--- src/rtl/mem_arbiter.sv ---
// Round-robin arbiter sharing one memory port between instruction fetch (IF)
// and the data stage (ME), with a per-access ack timeout.
module mem_arbiter #(
  parameter int ADDR_W  = 32,
  parameter int DATA_W  = 32,
  parameter int TIMEOUT = 16
) (
  input  logic                clk,
  input  logic                rst,
  input  logic                if_req_i,
  input  logic [ADDR_W-1:0]   if_addr_i,
  output logic [DATA_W-1:0]   if_rdata_o,
  output logic                if_done_o,
  input  logic                me_req_i,
  input  logic                me_we_i,
  input  logic [ADDR_W-1:0]   me_addr_i,
  input  logic [DATA_W-1:0]   me_wdata_i,
  input  logic [DATA_W/8-1:0] me_sel_i,
  output logic [DATA_W-1:0]   me_rdata_o,
  output logic                me_done_o,
  output logic                mem_req_o,
  output logic                mem_we_o,
  output logic [ADDR_W-1:0]   mem_addr_o,
  output logic [DATA_W-1:0]   mem_wdata_o,
  output logic [DATA_W/8-1:0] mem_sel_o,
  input  logic [DATA_W-1:0]   mem_rdata_i,
  input  logic                mem_ack_i,
  output logic                err_o,
  output logic                stall_o,
  output logic [1:0]          dbg_state_o
);

  typedef enum logic [1:0] {
    IDLE     = 2'd0,
    SERVE_IF = 2'd1,
    SERVE_ME = 2'd2,
    DONE     = 2'd3
  } state_e;

  state_e              state_q;
  logic                last_me_q;
  logic [7:0]          wait_q;
  logic                mem_req_q, mem_we_q;
  logic [ADDR_W-1:0]   mem_addr_q;
  logic [DATA_W-1:0]   mem_wdata_q;
  logic [DATA_W/8-1:0] mem_sel_q;
  logic [DATA_W-1:0]   if_rdata_q, me_rdata_q;
  logic                if_done_q, me_done_q, err_q;

  logic                if_elig_d, me_elig_d, grant_if_d, grant_me_d;
  logic [7:0]          wait_d;
  logic                timeout_d;

  // Handshake: a requester holds req high until it sees its one-cycle done
  // pulse; rdata is valid in that same cycle. During DONE only the requester
  // that did not just finish may be granted.
  always_comb begin
    if_elig_d  = if_req_i & ((state_q == IDLE) | ((state_q == DONE) &  last_me_q));
    me_elig_d  = me_req_i & ((state_q == IDLE) | ((state_q == DONE) & ~last_me_q));
    grant_me_d = me_elig_d & (~if_elig_d | ~last_me_q);
    grant_if_d = if_elig_d & ~grant_me_d;
    wait_d     = wait_q + 8'd1;
    timeout_d  = (wait_d == 8'(TIMEOUT));
  end

  always_ff @(posedge clk or negedge rst) begin
    if (!rst) begin
      state_q     <= IDLE;
      last_me_q   <= 1'b0;
      wait_q      <= '0;
      mem_req_q   <= 1'b0;
      mem_we_q    <= 1'b0;
      mem_addr_q  <= '0;
      mem_wdata_q <= '0;
      mem_sel_q   <= '0;
      if_rdata_q  <= '0;
      me_rdata_q  <= '0;
      if_done_q   <= 1'b0;
      me_done_q   <= 1'b0;
      err_q       <= 1'b0;
    end else begin
      if_done_q <= 1'b0;
      me_done_q <= 1'b0;
      err_q     <= 1'b0;
      case (state_q)
        IDLE, DONE: begin
          if (grant_me_d) begin
            state_q     <= SERVE_ME;
            last_me_q   <= 1'b1;
            wait_q      <= '0;
            mem_req_q   <= 1'b1;
            mem_we_q    <= me_we_i;
            mem_addr_q  <= me_addr_i;
            mem_wdata_q <= me_wdata_i;
            mem_sel_q   <= me_sel_i;
          end else if (grant_if_d) begin
            state_q     <= SERVE_IF;
            last_me_q   <= 1'b0;
            wait_q      <= '0;
            mem_req_q   <= 1'b1;
            mem_we_q    <= 1'b0;
            mem_addr_q  <= if_addr_i;
            mem_wdata_q <= '0;
            mem_sel_q   <= '1;
          end else begin
            state_q <= IDLE;
          end
        end
        SERVE_IF, SERVE_ME: begin
          // Ack takes priority over a timeout landing on the same edge.
          if (mem_ack_i) begin
            state_q   <= DONE;
            mem_req_q <= 1'b0;
            if (state_q == SERVE_IF) begin
              if_rdata_q <= mem_rdata_i;
              if_done_q  <= 1'b1;
            end else begin
              me_rdata_q <= mem_rdata_i;
              me_done_q  <= 1'b1;
            end
          end else begin
            wait_q <= wait_d;
            if (timeout_d) begin
              state_q   <= DONE;
              mem_req_q <= 1'b0;
              err_q     <= 1'b1;
              if (state_q == SERVE_IF) begin
                if_rdata_q <= '0;
                if_done_q  <= 1'b1;
              end else begin
                me_rdata_q <= '0;
                me_done_q  <= 1'b1;
              end
            end
          end
        end
        default: state_q <= IDLE;
      endcase
    end
  end

  assign if_rdata_o  = if_rdata_q;
  assign if_done_o   = if_done_q;
  assign me_rdata_o  = me_rdata_q;
  assign me_done_o   = me_done_q;
  assign mem_req_o   = mem_req_q;
  assign mem_we_o    = mem_we_q;
  assign mem_addr_o  = mem_addr_q;
  assign mem_wdata_o = mem_wdata_q;
  assign mem_sel_o   = mem_sel_q;
  assign err_o       = err_q;
  assign dbg_state_o = state_q;
  assign stall_o     = (if_req_i & ~if_done_q) | (me_req_i & ~me_done_q);

endmodule
--- config.mk ---
export PLATFORM = sky130hd
export DESIGN_NAME = mem_arbiter
export DESIGN_NICKNAME = d
export VERILOG_FILES = /design/src/rtl/mem_arbiter.sv
export SDC_FILE = /design/constraint.sdc
export NUM_CORES = 1
export LEC_CHECK = 0
export ABC_AREA = 0
export CAP_MARGIN = 15
export CORE_AREA = 3 3 121 210
export DETAILED_ROUTE_END_ITERATION = 7
export DIE_AREA = 0 0 124 213
export SLEW_MARGIN = 10
export SYNTH_ARGS = -nofsm -noshare
export SYNTH_HDL_FRONTEND = slang
export SYNTH_SLANG_ARGS = --single-unit
--- constraint.sdc ---
create_clock -name clk -period 2.1 [get_ports clk]
set_input_delay 0.42 -clock clk [delete_from_list [all_inputs] [get_ports clk]]
set_output_delay 0.42 -clock clk [all_outputs]
set_load 0.01 [all_outputs]
==> results_tabular.tex, run 1 <==
\begin{tabular}{lr}
\hline
Metric & Value \\
\hline
\multicolumn{2}{l}{\textbf{Outcome}} \\
\quad Run status & complete, no violations \\
\multicolumn{2}{l}{\textbf{Floorplanning}} \\
\quad IO Count & 278 \\
\quad Initial standard-cell utilization of the core & between 20 and 30\% \\
\quad Standard-cell rows & 75 \\
\quad Chip Height & approximately 210 um \\
\quad Floorplan core area & around 24000 um\^{}2 \\
\quad Area enclosed by the die boundary & 26410 um\^{}2 \\
\quad Die Width & about 120 um \\
\multicolumn{2}{l}{\textbf{Routing}} \\
\quad Highest Signal Layer & met5 \\
\quad Length of routed wiring on met1 & $\sim$7.9 mm \\
\quad Count of antenna-violating nets left after detailed routing & 0 \\
\quad Number of optimization iterations in the first detailed-route pass & 4 \\
\quad Via count normalized by instance count & roughly 4.5 \\
\quad Detail-routed net length per standard cell & 15.66 um \\
\quad DRC violations left & 0 \\
\quad Count of vias placed by the detailed router & a little over 6k \\
\quad Violation count after the first detailed-route iteration & slightly below 300 \\
\quad Met3 wire length & roughly 1.5 mm \\
\quad Met2 routed wirelength & approximately 12 mm \\
\quad WL final & about 21 mm \\
\multicolumn{2}{l}{\textbf{Synthesis}} \\
\quad Fraction of synthesized cell area taken by the top area cell type & 54.19\% \\
\quad Cell type with the largest total area after synthesis & dfrtp\_1 \\
\quad Sequential share of the synthesized area & between 50 and 60\% \\
\quad Top cells by area, synth & dfrtp\_1, a21oi\_1, o21ai\_0 \\
\quad \#FFs+latches synth & approximately 150 \\
\quad Number of warning messages in the yosys log & 0 \\
\quad Synth Instances & approximately 770 \\
\quad Synthesized cell area & between 6000 and 7000 um\^{}2 \\
\quad Net count after synthesis & 915 \\
\quad Post-synthesis cell type count & 35 \\
\quad Post-Syn Area per Cell & a little under 9 um\^{}2 \\
\multicolumn{2}{l}{\textbf{Timing}} \\
\quad Tcrit/Tclk final & roughly 94\% \\
\quad Upper clock frequency limit & just over 500 MHz \\
\quad Shortest period the worst path allows & slightly below 2 ns \\
\quad Final Slew Violations & 0 \\
\quad Pin slew with the least headroom to its limit & 0.4322 ns \\
\quad Final setup skew & about 0.0059 ns \\
\quad Final Hold Vio Count & 0 \\
\quad RSZ-0062 raised after global routing & no \\
\quad Worst-case headroom to the max-slew limit & 71.08\% \\
\quad Final count of negative-setup-slack endpoints & 0 \\
\multicolumn{2}{l}{\textbf{Final layout}} \\
\quad \# nets final & between 1k and 1.5k \\
\quad Ant. Diodes & 0 \\
\quad Signed area change from the synthesized netlist to the final layout & 58.07\% \\
\quad Proportion of layout cells with a drive suffix above 1 & a little under 9\% \\
\quad Final Instance Count excl. Fillers & 1369 \\
\quad Fill cell instance count of the final layout & about 2.4k \\
\multicolumn{2}{l}{\textbf{Setup path}} \\
\quad Reg-to-reg critical path startpoint & wait\_q[1] \\
\quad Worst EP required & 2.44 ns \\
\quad Critical Path Source Type & register \\
\quad Slowest stage delay, CP & around 0.44 ns \\
\quad Worst path slowest cell & dfrtp\_2 \\
\quad Critical path origin & wait\_q[1] \\
\quad CP cell instances & ha\_2 -> and2\_1 -> a21o\_1 -> a31oi\_2 -> buf\_4 -> o21bai\_4 -> buf\_12 -> buf\_12 -> o21ai\_0 \\
\quad Worst Setup End Kind & register \\
\quad Top Family by Delay on Critical Path & compound AO/OA/AOI/OAI gates \\
\quad Data arrival time of the worst path & between 2 and 2.5 ns \\
\quad Worst-path maximum fanout & 13 \\
\quad Crit path top cell by count & buf\_12 \\
\quad Number of buffer and inverter instances along the worst setup path & 3 \\
\quad Crit Path Category & reg2reg \\
\multicolumn{2}{l}{\textbf{Clock tree}} \\
\quad Clk\_lat worst skew & between 0.4 and 0.5 ns \\
\quad Number of sinks driven by the clock tree & approximately 150 \\
\quad Clock tree from TritonCTS & built \\
\quad TritonCTS Buffers & 17 \\
\quad Clock Tree Buf Depth & 2 \\
\quad Clock transition at the registers of the reported paths & around 0.06 ns \\
\quad Count of H-tree levels built during CTS & 4 \\
\quad CTS Root Cell & clkbuf\_16 \\
\multicolumn{2}{l}{\textbf{Power and ir drop}} \\
\quad Final total power & 16.29 mW \\
\quad Leak Pwr & just under 5 nW \\
\quad Total power divided by cell area & roughly 1500 nW/um\^{}2 \\
\quad Peak supply drop & 0.6286 mV \\
\multicolumn{2}{l}{\textbf{Place}} \\
\quad Half-perimeter wire length after placement & 15.15 mm \\
\quad Buffers on Ports & roughly 280 \\
\quad Placed Cells incl. Taps & $\sim$1.3k \\
\quad Gp weighted congestion & roughly 0.76 \\
\multicolumn{2}{l}{\textbf{Min path}} \\
\quad Worst Hold Class & in2reg \\
\quad Beginning of the worst hold path & mem\_ack\_i \\
\multicolumn{2}{l}{\textbf{GRT}} \\
\quad Wire length of the first global-routing pass & between 30 and 40 mm \\
\quad Pin count of the biggest net entering global routing & 66 \\
\quad Overall fraction of global-route tracks in use & 16.20\% \\
\quad Overflow left after global routing & 0 \\
\quad Number of antenna violations at the first check in global routing & 1 \\
\quad Number of global-route vias before repair & a little over 6k \\
\multicolumn{2}{l}{\textbf{Flow run}} \\
\quad Maximum Capacitance Violations & 0 \\
\hline
\end{tabular}
worst reg2reg max path, delay by kind of cell, from the launching register on:
family	cells	cell delay, ns
AND/OR/NAND/NOR	1	0.16
flip-flops	1	0.44
buffers and inverters	3	0.46
adder cells (fa/ha/maj)	1	0.21
AO/OA/AOI/OAI	4	0.62
layout by cell type (no fill, tap or decap), types with 2 or more instances in the layout:
master,n
a21boi_0,2
a21o_1,3
a21oi_1,101
a31oi_1,3
buf_12,13
buf_4,13
buf_6,5
bufinv_16,2
clkbuf_1,4
clkbuf_16,19
clkdlybuf4s50_1,274
clkinv_2,3
dfrtp_1,147
ha_1,4
inv_1,72
mux2i_1,33
nand2_1,111
nand3_1,4
nand4_1,2
nor2_1,107
nor2b_1,3
o211ai_1,3
o21ai_0,80
o21ai_1,5
o21ai_2,20
timing repair:
action,CTS,global route
buffers inserted,0,1
resized for setup,2,11
setup endpoints to repair,3,64
pin swaps,0,1
hold endpoints to repair,24,0
cloned,0,5
hold buffers,1,0
state kept, by name, summed over array words and instances, names as in the netlist:
name         flops
if_rdata_o      32
me_rdata_o      32
mem_addr_o      32
mem_wdata_o     32
wait_q           8
mem_sel_o        4
dbg_state_o      2
err_o            1
if_done_o        1
last_me_q        1
me_done_o        1
mem_req_o        1
mem_we_o         1
per-stage QoR:
stage                     hold WS [ns]  utilization (%)  setup WS [ns]  setup TNS (ns)  area [um^2]
after floorplan                 0.1244                -         0.1711               0         6834
after global placement          0.3156            42.16       -0.04608        -0.04608        10130
after detailed placement        0.3169            42.16       -0.02381        -0.02381        10130
after CTS                       0.3725            44.44       0.003858               0        10680
after global routing            0.4172            44.97        0.01008               0        10800
final                           0.4160            44.97         0.1306               0        10800
synth_stat cells (all sizes together):
cell / count
a21boi: 2
o31a: 1
mux2i: 33
a21o: 3
a31oi: 4
o21bai: 1
ha: 5
nand2: 112
a21oi: 102
or3: 1
nand4: 2
and2: 1
or2: 1
buf: 25
clkbuf: 25
nand2b: 2
o211ai: 3
o2111ai: 1
o22ai: 1
o21a: 1
nor2b: 3
and3: 1
dfrtp: 148
and4: 1
o21ai: 106
inv: 72
nor3: 2
nand3: 4
a22o: 1
nor2: 108
kinds of logic (layout without fill, tap and decap cells):
family                     Yosys count  after routing  synth area share, %
DFF                                148            148                54.19
and+or+nand+nor                    238            238                13.77
adders and majority gates            5              5               0.9154
AOI/OAI and AO/OA                  226            226                18.69
muxes                               33             33                4.833
buffers and inverters              122            411                7.598
power by group:
group / switching (mW) / internal (mW)
Combinational: 4.10 / 4.18
Sequential: 0.900 / 4.21
Clock: 1.15 / 1.74
final timing paths:
path	endpoint	slack, ns	cells after the start
min in group asynchronous	if_rdata_o[6]	0.43	2
max in group asynchronous	wait_q[1]	1.01	3
hold reg to reg	if_rdata_o[20]	0.51	2
setup / recovery	me_rdata_o[13]	0.13	9
setup reg to reg	me_rdata_o[13]	0.13	9
hold / removal	dbg_state_o[0]	0.42	4
cell type report:
cell class / instances / area (um^2) / area share, %
Clock inverter: 6 / 82.58 / 0.7644
Multi-Input combinational cell: 502 / 2660 / 24.62
Clock buffer: 22 / 454.2 / 4.204
Sequential cell: 148 / 3705 / 34.29
Tap cell: 308 / 385.4 / 3.567
Inverter: 72 / 270.3 / 2.502
Timing Repair Buffer: 311 / 3246 / 30.04
metal layers:
layer,vias to the layer above,track usage [%]
met5,-,0
met2,196,29.06
met3,30,5.274
met1,2858,17.22
li1,3089,-
met4,2,6.619
Note: power is estimated with default switching activity, not from simulation.
==> run 2: changes to the inputs <==
--- a/config.mk
+++ b/config.mk
@@ -10,6 +10,7 @@
 export CORE_AREA = 3 3 121 210
 export DETAILED_ROUTE_END_ITERATION = 7
 export DIE_AREA = 0 0 124 213
+export HOLD_SLACK_MARGIN = 0.03
 export SLEW_MARGIN = 10
 export SYNTH_ARGS = -nofsm -noshare
 export SYNTH_HDL_FRONTEND = slang
==> results of run 2 <==
The final DEF is identical to that of run 1; final timing and power are the same.
